File: src/rtl/uart_rx_ctrl.sv
// UART receive control: owns the receiver configuration, applies changes only on an
// idle line, and buffers good frames in a first-word fall-through FIFO with status.
module uart_rx_ctrl #(
  parameter int DEPTH = 4,
  parameter int CNT_W = 8
) (
  input  logic                     CLK,
  input  logic                     RST,
  input  logic                     RX_IN,
  input  logic                     cfg_wr,
  input  logic [4:0]               cfg_prescale,
  input  logic                     cfg_par_en,
  input  logic                     cfg_par_typ,
  output logic                     cfg_busy,
  output logic                     cfg_reject,
  output logic [4:0]               Prescale,
  output logic                     PAR_EN,
  output logic                     PAR_TYP,
  input  logic [7:0]               rx_p_data,
  input  logic                     rx_data_valid,
  input  logic                     rx_par_error,
  input  logic                     rx_stop_error,
  output logic [7:0]               m_data,
  output logic                     m_valid,
  input  logic                     m_ready,
  output logic [$clog2(DEPTH):0]   fifo_level,
  output logic                     overrun,
  output logic [CNT_W-1:0]         err_count,
  input  logic                     clr_status
);

  localparam int AW = $clog2(DEPTH);
  localparam int LW = AW + 1;

  typedef enum logic {IDLE, PENDING} cfg_state_t;

  cfg_state_t state, state_nxt;
  logic [4:0] held_ps, held_ps_nxt;
  logic       held_en, held_en_nxt;
  logic       held_typ, held_typ_nxt;
  logic [4:0] act_ps_nxt;
  logic       act_en_nxt, act_typ_nxt;
  logic       reject_nxt;

  logic [8:0] idle_cnt;
  logic [8:0] idle_thresh;
  logic       line_idle;
  logic       ps_legal;

  // Line counts as idle after a full 11-bit frame time of marking at the active rate
  assign idle_thresh = {1'b0, Prescale, 3'b000} + {3'b000, Prescale, 1'b0} + {4'b0000, Prescale};
  assign line_idle   = (idle_cnt >= idle_thresh);
  assign ps_legal    = (cfg_prescale == 5'd8) || (cfg_prescale == 5'd16);

  always_ff @(posedge CLK or negedge RST) begin
    if (!RST) begin
      idle_cnt <= '0;
    end else if (!RX_IN) begin
      idle_cnt <= '0;
    end else if (idle_cnt != 9'd511) begin
      idle_cnt <= idle_cnt + 9'd1;
    end
  end

  always_ff @(posedge CLK or negedge RST) begin
    if (!RST) begin
      state      <= IDLE;
      held_ps    <= 5'd8;
      held_en    <= 1'b1;
      held_typ   <= 1'b0;
      Prescale   <= 5'd8;
      PAR_EN     <= 1'b1;
      PAR_TYP    <= 1'b0;
      cfg_reject <= 1'b0;
    end else begin
      state      <= state_nxt;
      held_ps    <= held_ps_nxt;
      held_en    <= held_en_nxt;
      held_typ   <= held_typ_nxt;
      Prescale   <= act_ps_nxt;
      PAR_EN     <= act_en_nxt;
      PAR_TYP    <= act_typ_nxt;
      cfg_reject <= reject_nxt;
    end
  end

  always_comb begin
    state_nxt    = state;
    held_ps_nxt  = held_ps;
    held_en_nxt  = held_en;
    held_typ_nxt = held_typ;
    act_ps_nxt   = Prescale;
    act_en_nxt   = PAR_EN;
    act_typ_nxt  = PAR_TYP;
    reject_nxt   = 1'b0;
    case (state)
      IDLE: begin
        if (cfg_wr) begin
          if (ps_legal) begin
            held_ps_nxt  = cfg_prescale;
            held_en_nxt  = cfg_par_en;
            held_typ_nxt = cfg_par_typ;
            state_nxt    = PENDING;
          end else begin
            reject_nxt = 1'b1;
          end
        end
      end
      PENDING: begin
        if (cfg_wr) begin
          reject_nxt = 1'b1;
        end
        if (line_idle) begin
          act_ps_nxt  = held_ps;
          act_en_nxt  = held_en;
          act_typ_nxt = held_typ;
          state_nxt   = IDLE;
        end
      end
    endcase
  end

  assign cfg_busy = (state == PENDING);

  logic [7:0]    mem [DEPTH];
  logic [AW-1:0] wr_ptr, rd_ptr;
  logic [7:0]    last_q;
  logic          empty, full, good, push, pop, drop;

  assign empty   = (fifo_level == '0);
  assign full    = (fifo_level == LW'(DEPTH));
  assign good    = rx_data_valid && !rx_par_error && !rx_stop_error;
  assign pop     = !empty && m_ready;
  assign push    = good && (!full || pop);
  assign drop    = good && full && !pop;
  assign m_valid = !empty;
  assign m_data  = empty ? last_q : mem[rd_ptr];

  always_ff @(posedge CLK) begin
    if (push) begin
      mem[wr_ptr] <= rx_p_data;
    end
  end

  // last_q keeps the most recently popped byte visible once the FIFO runs dry
  always_ff @(posedge CLK or negedge RST) begin
    if (!RST) begin
      wr_ptr     <= '0;
      rd_ptr     <= '0;
      fifo_level <= '0;
      last_q     <= '0;
    end else begin
      if (push) begin
        wr_ptr <= wr_ptr + AW'(1);
      end
      if (pop) begin
        rd_ptr <= rd_ptr + AW'(1);
        last_q <= mem[rd_ptr];
      end
      case ({push, pop})
        2'b10:   fifo_level <= fifo_level + LW'(1);
        2'b01:   fifo_level <= fifo_level - LW'(1);
        default: fifo_level <= fifo_level;
      endcase
    end
  end

  logic err_in, err_prev, err_event;

  assign err_in    = rx_par_error || rx_stop_error;
  assign err_event = err_in && !err_prev;

  // A fresh event or drop in the clearing cycle takes priority over the clear
  always_ff @(posedge CLK or negedge RST) begin
    if (!RST) begin
      err_prev  <= 1'b0;
      err_count <= '0;
      overrun   <= 1'b0;
    end else begin
      err_prev <= err_in;
      if (err_event) begin
        if (clr_status) begin
          err_count <= CNT_W'(1);
        end else if (err_count != {CNT_W{1'b1}}) begin
          err_count <= err_count + CNT_W'(1);
        end
      end else if (clr_status) begin
        err_count <= '0;
      end
      if (drop) begin
        overrun <= 1'b1;
      end else if (clr_status) begin
        overrun <= 1'b0;
      end
    end
  end

endmodule

File: config.mk
export PLATFORM = sky130hd
export DESIGN_NAME = uart_rx_ctrl
export DESIGN_NICKNAME = d
export VERILOG_FILES = /design/src/rtl/uart_rx_ctrl.sv
export SDC_FILE = /design/constraint.sdc
export NUM_CORES = 1
export LEC_CHECK = 0
export ABC_AREA = 1
export CORE_AREA = 2 2 156 82
export CTS_BUF_LIST = sky130_fd_sc_hd__clkbuf_2
export DETAILED_ROUTE_END_ITERATION = 10
export DIE_AREA = 0 0 158 84
export DONT_BUFFER_PORTS = 1
export PLACE_DENSITY = 0.48
export SYNTH_ARGS = -nofsm -noshare
export SYNTH_HDL_FRONTEND = slang
export SYNTH_SLANG_ARGS = --single-unit
File: constraint.sdc
create_clock -name CLK -period 3.2 [get_ports CLK]
set_input_delay 0.64 -clock CLK [delete_from_list [all_inputs] [get_ports CLK]]
set_output_delay 0.64 -clock CLK [all_outputs]
set_load 0.005 [all_outputs]
After elaboration in Yosys (flattened, before gate mapping)
Memory sizes are Yosys's and may differ from the RTL's.
Cells that the tools add are included.

storage, ports and cells
  memory bits (writable) = 32
  logic and storage cells = 79
  register bits = 50
  memories kept = 1

operators by class
  bitwise logic cells = 1
  muxes and demuxes = 20
  equality and inequality tests = 8
  order comparisons = 1
  reductions and logical operators = 24
  $add $sub $neg = 8

memories
  memory  depth  width  read ports  clocked after Yosys merged registers in  wr ports  line  source
  mem     4      8      1           0                                        1         125   logic [7:0] mem [DEPTH];

operators by type and width
  operator               count
  $mux W8                5
  $mux W9                2
  $mux W1                10
  $add A8 B6 Y9          1
  $add A9 B1 Y9 const B  1
  $add A9 B5 Y9          1
  $ge A9 B9 Y1           1
  $ne A9 B9 Y1 const B   1
  $add A8 B1 Y8 const B  1
  $ne A8 B8 Y1 const B   1
  $reduce_bool A2 Y1     4
  $logic_and A1 B1 Y1    7
  $logic_not A1 Y1       6
  $pmux W3 S2            1
  $eq A5 B4 Y1 const B   1
  $eq A5 B5 Y1 const B   1
  $add A2 B1 Y2 const B  2
  $pmux W1 S2            2
  $reduce_and A2 Y1      2
  $add A3 B1 Y3 const B  1
  $eq A3 B3 Y1 const B   1
  $logic_not A3 Y1       1
  $logic_or A1 B1 Y1     3
  $reduce_and A3 Y1      1
  other kinds (5)        5

Longest topological paths before layout
  depth in word-level cells = 7
  mapped depth = 16

Least setup slack after synthesis
OpenSTA, ideal clock, no wires.

  path type = register to register
  from = register Prescale[3]
  to = register PAR_TYP
  library setup time = 0.066 ns
  setup slack = 0.094 ns
  arrival = 3.040 ns
  stages on the path, launching flop included = 16
  path buffers = 0
  cells stage by stage = dfstp_2 inv_1 fa_1 inv_1 fa_1 a31oi_1 nor2_1 o21ai_0 ha_1 nand2_1 inv_1 a21oi_1 nand4_2 nand2_1 nand2_1 nand2_1

between the ends
  cells in the longest elaborated chain, start to end = 4

ends and longest elaborated chain
  what                                    line  source
  start: declaration                      16    output logic [4:0] Prescale,
  start signal: assignment                80    Prescale <= act_ps_nxt;
  $add A8 B6 Y9                           51    assign idle_thresh = {1'b0, Prescale, 3'b000} + {3'b000, Prescale, 1'b0} + {4'b0000, Prescale};
  $add A9 B5 Y9 (*)                       51
  $ge A9 B9 Y1 (*)                        52    assign line_idle = (idle_cnt >= idle_thresh);
  $reduce_and A2 Y1 (no source line) (*)  n/a
  end signal: assignment                  82    PAR_TYP <= act_typ_nxt;
  end: declaration                        18    output logic PAR_TYP,

Every way passes the cells marked *; elsewhere a longest branch is shown, timed or not.
A chain may end at the register's enable or synchronous reset.

Worst setup path after layout
  from = register Prescale[3]
  to = register Prescale[4]

between the ends
  cells in the longest elaborated chain, start to end = 4

ends and longest elaborated chain
  what                                    line
  $add A8 B6 Y9                           51
  $add A9 B5 Y9 (*)                       51
  $ge A9 B9 Y1 (*)                        52
  $reduce_and A2 Y1 (no source line) (*)  n/a

Marks and branches as above.

==> impl_results.md <==
* Status: complete, no violations
* Initial Utilization at approximately a third
* Placed Cells at 618
* Slew Viols, Final at 0
* Post-synth ARST share at 61.0%
* Area of the multi-input gates at 0.00177 mm2
* Largest family of logic cells by synthesized area: simple AND/OR/NAND/NOR gates
* Die Ht at approximately 84 um
* Post-DP HPWL at 6810 um
* Number of H-tree levels at 3
* Number of flops mapped to enable cells by yosys at 32
* Register Area at 0.00222 mm2
* Fin Clk Skew at ~0.031 ns
* Most common cell after layout, fill and taps aside: nand2_1
* Area Growth Syn to Fin at 11.1%
* Synth Register Bits at slightly above 80
* Worst EP required at 3.68 ns
* Rel. slew slack at 55.4%
* Row Count at 29
* Iter 0 DRT Violations at 146
* Placer Congestion at 0.776
* Cell count after synthesis at 446
* Root Driver: clkbuf_2
* Adder-Cell Fraction of Synth Area at 9.12%
* Total CTS buffers at 9
* Non-filler cells, final at 637
* Cell at the slowest stage of the critical path: dfstp_2
* RSZ-0062 raised after global routing: true
* Clk Latency, worst-skew pair at 0.54 ns
* Leak at 2.10 nW
* Die width at 158 um
* Commonest cells after routing, fill and taps aside: nand2_1 (115), inv_1 (55), dfrtp_1 (45)
* Critical Path Source Type: register
* Total number of vias at 2933
* Initial antenna violation count at 1
* Net Count, Synth at 498
* Vias in the first global route at between 2000 and 3000
* Ports at 54
* Clk sink count at 82
* Tot GR Track Use at around 15%
* Pin count of the biggest net entering global routing at 51
* First-pass DRT Iterations at 4
* First-pass GRT wire length at 15500 um
* CTS max path bufs at 2
* Power density over the cells at 788 mW/mm2
* Final worst path period need at roughly 3.0 ns
* DRC Markers at 0
* Crit Path Class: register to register
* Share of cells above drive strength 1 at 14.2%
* Final Hold Fails at 0
* Vias per cell at 4.60
* CP top delay family: adder cells
* Total wire length at 9300 um
* Buffers on Ports at 0
* Arr. time, crit path at 3.51 ns
* CP endpoint kind: register
* Synth Warn # at 0
* Fillcell total at 1259
* Final Cycle Share at 94.7%
* Synth Area in Simple Gates at 20.0%
* Core area at 0.0121 mm2
* Min-delay worst type: input port to register
* Max Clk Rate at 330 MHz
* Worst-margin pin slew at 0.669 ns
* Post-Synthesis Mean Instance Area at between 9 and 10 um2
* Unique masters post-synth at 35
* VDD IR-drop max at 0.353 mV
* Post-synthesis compound-gate area fraction at 9.24%
* Total power at between 3 and 4 mW
* CP cell instances: buf_4 -> fa_1 -> ha_4 -> a21o_1 -> a31oi_1 -> xor2_1 -> ha_1 -> nand2_1 -> nor2_4 -> nand2_1 -> nand4_4 -> buf_6 -> nand3_2 -> nand2_1
* Max Cap Viol at 0
* Post-Syn Area at 0.00417 mm2
* CTS tree: yes
* Mux contribution to synthesized area at 0%
* Setup-failing EPs final at 0
* Synth Area in XOR/XNOR at 1.68%
* DIE AREA at 0.0133 mm2
* Worst-path clk slew at 0.23 ns
* WP buf/inv at 2
* Register area share after synthesis at roughly 53%
* CP max FO at 5
* Cell with the most instances on the worst path: nand2_1
* NumNets Final at just over 500
* Max incr delay on CP at about 0.6 ns
* WL per Instance at 14.6 um
* Grt total ovfl at 0
* Post-route ant nets at 0
* Top_reg_cell synth: dfrtp_1
layer usage:
layer  global-route usage [%]  wire [um]
met5                        0          0
met4                     3.69         87
met1                     23.2       5050
met2                     20.4       3530
met3                     5.76        633
path summary, 6_finish.rpt:
| path | slack (ns) | to | start | depth (start not counted) |
|---|---|---|---|---|
| worst max-delay path | 0.17 | Prescale[4] | Prescale[3] | 14 |
| worst min-delay path | 0.14 | held_en | cfg_par_en | 2 |
| worst max register to register | 0.17 | Prescale[4] | Prescale[3] | 14 |
| worst min register to register | 0.48 | held_en | held_en | 2 |
| max in group asynchronous | 2.30 | held_ps[3] | RST | 2 |
| min in group asynchronous | 0.63 | held_ps[4] | RST | 2 |
layout make-up:
| class | count | share of cell area [%] |
|---|---|---|
| Tap cell | 170 | 4.59 |
| Clock inverter | 4 | 0.459 |
| Clock buffer | 12 | 1.30 |
| Inverter | 62 | 5.02 |
| Multi-Input combinational cell | 294 | 38.2 |
| Sequential cell | 82 | 47.8 |
| Antenna cell | 1 | 0.0540 |
| Timing Repair Buffer | 12 | 2.51 |
synthesized netlist by cell type (all sizes together) (5+ instances only):
master / number / share of area (%)
nand2: 125 / 12
inv: 62 / 5.6
dfrtp: 46 / 28
edfxtp: 32 / 23
nor2: 31 / 2.8
o21ai: 27 / 3.2
nand3: 26 / 3.1
a21oi: 24 / 3.0
ha: 24 / 7.2
a32o: 9 / 2.2
buf: 7 / 1.2
xor2: 5 / 1.0
power breakdown:
group	switching (mW)	leakage, nW	internal, mW	total, mW
sequential	0.204	0.912	1.30	1.50
combinational	1.02	1.12	0.682	1.70
clock	0.345	0.0660	0.109	0.454
sequential cells by signal, indices dropped and copies added, names as in the netlist:
register	cells
err_count	8
overrun	1
idle_cnt	9
mem	32
fifo_level	3
last_q	8
rd_ptr	2
held_typ	1
held_ps	5
wr_ptr	2
PAR_EN	1
PAR_TYP	1
held_en	1
err_prev	1
Prescale	5
cfg_busy	1
cfg_reject	1
kinds of logic after synthesis:
kind of cell | Yosys count
fa+ha+maj | 28
simple gates | 193
flops | 82
buf+inv | 70
compound gates | 65
xor+xnor | 8
repair_timing:
item | CTS | global route
hold buffers | 2 | 0
buffers inserted | 0 | 0
gates resized for setup | 5 | 23
hold endpoints to repair | 50 | 0
pin swaps | 4 | 10
setup endpoints to repair | 8 | 8
stage by stage:
step	hold slack, ns	TNS (ns)	area, um2	utilization [%]	worst slack, ns
after floorplan	0.344	0	4170	-	0.0944
after global placement	0.346	0	4410	36.4	0.0385
after detailed placement	0.346	-0.532	4410	36.4	-0.0815
after CTS	0.0775	0	4540	37.5	0.0154
after global routing	0.0689	-0.0295	4640	38.3	-0.0126
final	0.144	0	4640	38.3	0.169
No activity file was read; power rests on OpenSTA's default activity.
